==> config.mk <==
export PLATFORM = sky130hd
export DESIGN_NAME = serial_addsub_ctrl
export DESIGN_NICKNAME = d
export VERILOG_FILES = /design/src/rtl/serial_addsub_ctrl.sv
export SDC_FILE = /design/constraint.sdc
export NUM_CORES = 1
export LEC_CHECK = 0
export BUFFER_PORTS_ARGS = -buffer_cell sky130_fd_sc_hd__buf_4
export CAP_MARGIN = 0
export CORE_MARGIN = 2
export CORE_UTILIZATION = 45
export CTS_BUF_LIST = sky130_fd_sc_hd__clkbuf_2 sky130_fd_sc_hd__clkbuf_4 sky130_fd_sc_hd__clkbuf_8
export DETAILED_ROUTE_END_ITERATION = 16
export HOLD_SLACK_MARGIN = 0.12
export PLACE_DENSITY = 0.67
export SYNTH_ARGS = -nofsm -noshare
export SYNTH_HDL_FRONTEND = slang
export SYNTH_SLANG_ARGS = --single-unit
==> constraint.sdc <==
create_clock -name clk -period 4.8 [get_ports clk]
set_input_delay 0.24 -clock clk [delete_from_list [all_inputs] [get_ports clk]]
set_output_delay 0.24 -clock clk [all_outputs]
set_load 0.02 [all_outputs]
==> src/rtl/serial_addsub_ctrl.sv <==
// serial_addsub_ctrl: bit-serial add/subtract controller.
// Latches two WIDTH-bit operands and an op code, then feeds one shared
// full add/subtract cell one bit per clock (LSB first). The result and the
// carry/borrow, overflow and zero flags are registered only on the edge that
// handles the final bit, so the outputs never show partial values.
module serial_addsub_ctrl #(
    parameter int WIDTH = 4
) (
    input  logic             clk,
    input  logic             rst,
    input  logic             init,
    input  logic             op,
    input  logic [WIDTH-1:0] A,
    input  logic [WIDTH-1:0] B,
    output logic [WIDTH-1:0] result,
    output logic             cout,
    output logic             ovf,
    output logic             zero,
    output logic             busy,
    output logic             done
);

    // One extra counter bit so the counter cannot wrap before bit WIDTH-1.
    localparam int CNT_W = $clog2(WIDTH) + 1;
    localparam logic [CNT_W-1:0] LAST_BIT = CNT_W'(WIDTH - 1);

    typedef enum logic [1:0] {
        IDLE = 2'd0,
        RUN  = 2'd1,
        DONE = 2'd2
    } state_t;

    state_t state, state_next;

    logic [WIDTH-1:0] sa;       // first operand, shifted right each bit
    logic [WIDTH-1:0] sb;       // second operand (inverted for subtract)
    logic [WIDTH-1:0] sr;       // partial result, filled from the MSB end
    logic [WIDTH-1:0] sr_next;
    logic [CNT_W-1:0] cnt;      // index of the bit handled on the next edge
    logic             c;        // carry into the current bit
    logic             c_next;   // carry out of the current bit
    logic             s;        // sum bit of the current bit
    logic             op_q;     // latched op code
    logic             last_bit; // this edge processes bit WIDTH-1

    // Sum output of the shared full add cell.
    function automatic logic cell_sum(input logic a, input logic b, input logic ci);
        return a ^ b ^ ci;
    endfunction

    // Carry output of the shared full add cell (majority of the three inputs).
    function automatic logic cell_carry(input logic a, input logic b, input logic ci);
        return (a & b) | (a & ci) | (b & ci);
    endfunction

    // Shared cell and next partial result for the bit currently at position 0.
    always_comb begin
        s        = cell_sum(sa[0], sb[0], c);
        c_next   = cell_carry(sa[0], sb[0], c);
        sr_next  = {s, sr[WIDTH-1:1]};
        last_bit = (state == RUN) && (cnt == LAST_BIT);
    end

    // State register.
    always_ff @(posedge clk or posedge rst) begin
        if (rst) begin
            state <= IDLE;
        end else begin
            state <= state_next;
        end
    end

    // Next-state logic: start only from IDLE, leave RUN after the last bit,
    // and spend exactly one cycle in DONE.
    always_comb begin
        state_next = state;
        case (state)
            IDLE: begin
                if (init) begin
                    state_next = RUN;
                end
            end
            RUN: begin
                if (last_bit) begin
                    state_next = DONE;
                end
            end
            DONE: begin
                state_next = IDLE;
            end
            default: begin
                state_next = IDLE;
            end
        endcase
    end

    // Operand capture and bit-serial shifting; reset discards any partial work.
    always_ff @(posedge clk or posedge rst) begin
        if (rst) begin
            sa   <= '0;
            sb   <= '0;
            sr   <= '0;
            cnt  <= '0;
            c    <= 1'b0;
            op_q <= 1'b0;
        end else begin
            case (state)
                IDLE: begin
                    if (init) begin
                        // Subtract as A + ~B + 1: invert B and preload carry.
                        sa   <= A;
                        sb   <= op ? ~B : B;
                        c    <= op;
                        op_q <= op;
                        cnt  <= '0;
                        sr   <= '0;
                    end
                end
                RUN: begin
                    sa  <= sa >> 1;
                    sb  <= sb >> 1;
                    sr  <= sr_next;
                    c   <= c_next;
                    cnt <= cnt + CNT_W'(1);
                end
                default: begin
                end
            endcase
        end
    end

    // Result and flag registers, updated only when the final bit completes.
    // On that edge c is the carry into the MSB and c_next the carry out,
    // so their difference is the signed overflow. For subtract the adder
    // carry is the inverse of the borrow.
    always_ff @(posedge clk or posedge rst) begin
        if (rst) begin
            result <= '0;
            cout   <= 1'b0;
            ovf    <= 1'b0;
            zero   <= 1'b0;
        end else if (last_bit) begin
            result <= sr_next;
            cout   <= c_next ^ op_q;
            ovf    <= c ^ c_next;
            zero   <= (sr_next == '0);
        end
    end

    // Moore status outputs decoded from the registered state.
    always_comb begin
        busy = (state == RUN);
        done = (state == DONE);
    end

endmodule

==> results.json <==
{
  "dp_cells": 150,
  "worstMarginPinSlew_ns": 0.9197,
  "dieWidth_microns": 55.15,
  "place_congestion": 0.7774,
  "rows": 18,
  "post_drt_wl_per_cell_microns": 13.95,
  "fill_cells": 231,
  "synth_top_area_cell": "dfrtp_1",
  "synth-main-ff-cell": "dfrtp_1",
  "synth_commonest_cells": "dfrtp_1 (25), o21ai_0 (11), inv_1 (8), nand2_1 (8), nor2b_1 (7)",
  "grt_max_degree": 26,
  "rsz0062_at_grt": "false",
  "fin_hold_ws_ns": 0.1101,
  "drt-total-wl_microns": 2148,
  "synth_area_per_cell_sq_um": 11.11,
  "clockRootBuffer": "clkbuf_4",
  "synth.most_common_cell": "dfrtp_1",
  "period_share_pct": 40.17,
  "fmax_ghz": 0.5186,
  "min_path_type": "primary input to async pin",
  "nets": 140,
  "critical_path.max_fanout": 16,
  "drc": 0,
  "p_per_area_nw_per_um2": 574.1,
  "setup_violations": 0,
  "grt_pass1_wl_microns": 3801,
  "dpl.hpwl_microns": 1532,
  "clock_latency_ns": 0.31,
  "clkSlewWorstSetupHoldPaths_ns": 0.14,
  "ir_worst_vdd_uv": 285.4,
  "cts_made_buffers": 3,
  "skew_ns": 0.009464,
  "post-cts-setup-buffers": 0,
  "crit_path_start_kind": "flop",
  "ys.warnings.count": 0,
  "area_growth_pct": 15.83,
  "slew_headroom_pct": 38.62,
  "crit_slowest_cell": "dfrtp_1",
  "die_area_sq_um": 3042,
  "postSynthCellCount": 106,
  "drtAntennaViolNets": 0,
  "final_hold_viol_count": 0,
  "cts_resized": 0,
  "synth-seq-area-share_pct": 53.13,
  "numPortBuffers": 20,
  "layout-drive-gt1-share_pct": 24.19,
  "ys_top_cells_by_area": "dfrtp_1 (53%), o21ai_0 (4.7%), mux2_2 (3.8%)",
  "grt-ovfl-total": 0,
  "tns_ns": 0,
  "antenna_found_initial": 0,
  "path_class": "flop to primary output",
  "cts_hold_buf": 0,
  "cts_max_level": 1,
  "dieHeight_microns": 55.15,
  "cp_cell_sequence": "nand2b_1 > inv_1 > buf_4",
  "ys_ff_latch": 25,
  "cap_violations": 0,
  "synth.distinct_cells": 26,
  "synth_top_area_share_pct": 53.13,
  "required_ns": 4.56,
  "slowest_delay_ns": 0.59,
  "start_util_pct": 47.53,
  "synth-edff-count": 0,
  "cts.sink_count": 25,
  "status": "complete, no violations",
  "worst-endpoint-arrival_ns": 1.69,
  "final_core_util_pct": 55.05,
  "synth-async-reset-ratio_pct": 100.0,
  "cts_tree": "done",
  "syn_area_sq_um": 1177,
  "fin_crit_ns": 1.928,
  "num_vias": 834,
  "critPathCaptureType": "primary output",
  "ios": 21,
  "slew_violations": 0,
  "diodes": 0,
  "grt_pass1_vias": 812,
  "power.leakage_uw": 0.0006491,
  "core_area_sq_um": 2477,
  "clk_path_buf_depth": 2,
  "initialDrtViolationCount": 5,
  "fin_area_sq_um": 1364,
  "placed_area_sq_um": 1336,
  "instances_no_fill": 154,
  "grtUsageTotal_pct": 17.78,
  "firstDrtPassIters": 4,
  "syn_nets": 121,
  "viasPerCell": 5.416
}
critical path, delay by kind of cell (launching register included):
kind / cells / cell delay, ns
DFF: 1 / 0.59
and+or+nand+nor: 1 / 0.26
buffers and inverters: 2 / 0.52
path summary, 6_finish.rpt:
kind,from,end,slack [ns],cells after the start
max in group asynchronous,rst,sr[1],4.12,2
max,state[1],busy,2.87,3
min reg2reg,zero,zero,0.50,2
min,rst,cout,0.11,2
min in group clk,A[3],sa[3],0.21,3
max reg2reg,cnt[0],result[0],3.15,4
routing by layer:
metal  global-route usage (%)  share of wire, %  vias to the layer above
met1                    25.04                47                      409
met5                        0                 0                        -
met3                    2.688               4.4                        2
li1                         -                 -                      407
met2                    27.98                48                       16
met4                    6.098              0.79                        0
logic make-up after synthesis:
family,Yosys count,share of synthesized area (%)
buf+inv,14,4.994
compound gates,31,17.53
fa+ha+maj,3,3.825
xor+xnor,6,4.463
mux,6,5.951
simple gates,21,10.10
flops,25,53.13
cell usage in the layout, fill, tap and decap left out, types with 4 or more instances in the layout:
| master | n |
|---|---|
| o21ai_0 | 11 |
| xnor2_1 | 5 |
| a21oi_1 | 6 |
| nand2_1 | 8 |
| inv_1 | 8 |
| mux2_2 | 4 |
| buf_4 | 20 |
| dfrtp_1 | 25 |
| nor2b_1 | 7 |
| a22o_1 | 4 |
stage by stage:
stage / total power, uW / setup WS (ns)
after floorplan: 598.0 / 3.231
after global placement: 688.1 / 3.188
after detailed placement: 701.7 / 3.152
after CTS: 795.4 / 2.858
after global routing: 852.3 / 2.716
final: 783.0 / 2.872
sequential cells by signal, summed over array words and instances, names as in the netlist:
signal  cells
cnt         3
sr          3
state       2
sa          4
op_q        1
c           1
ovf         1
sb          4
zero        1
result      4
cout        1
where the power goes:
group | total [uW] | leakage, uW | internal (uW) | switching (uW)
Sequential | 370 | 0.000322 | 293 | 77.7
Clock | 92.9 | 0.0000177 | 31.1 | 61.8
Combinational | 320 | 0.000309 | 161 | 158
area by class of cell:
type	count	area, sq um	area share [%]
Clock buffer	3	22.52	1.651
Multi-Input combinational cell	67	493.0	36.15
Clock inverter	1	5.005	0.3670
Tap cell	30	37.54	2.752
Inverter	8	30.03	2.202
Timing Repair Buffer	20	150.1	11.01
Sequential cell	25	625.6	45.87
Note: power is estimated with default switching activity, not from simulation.
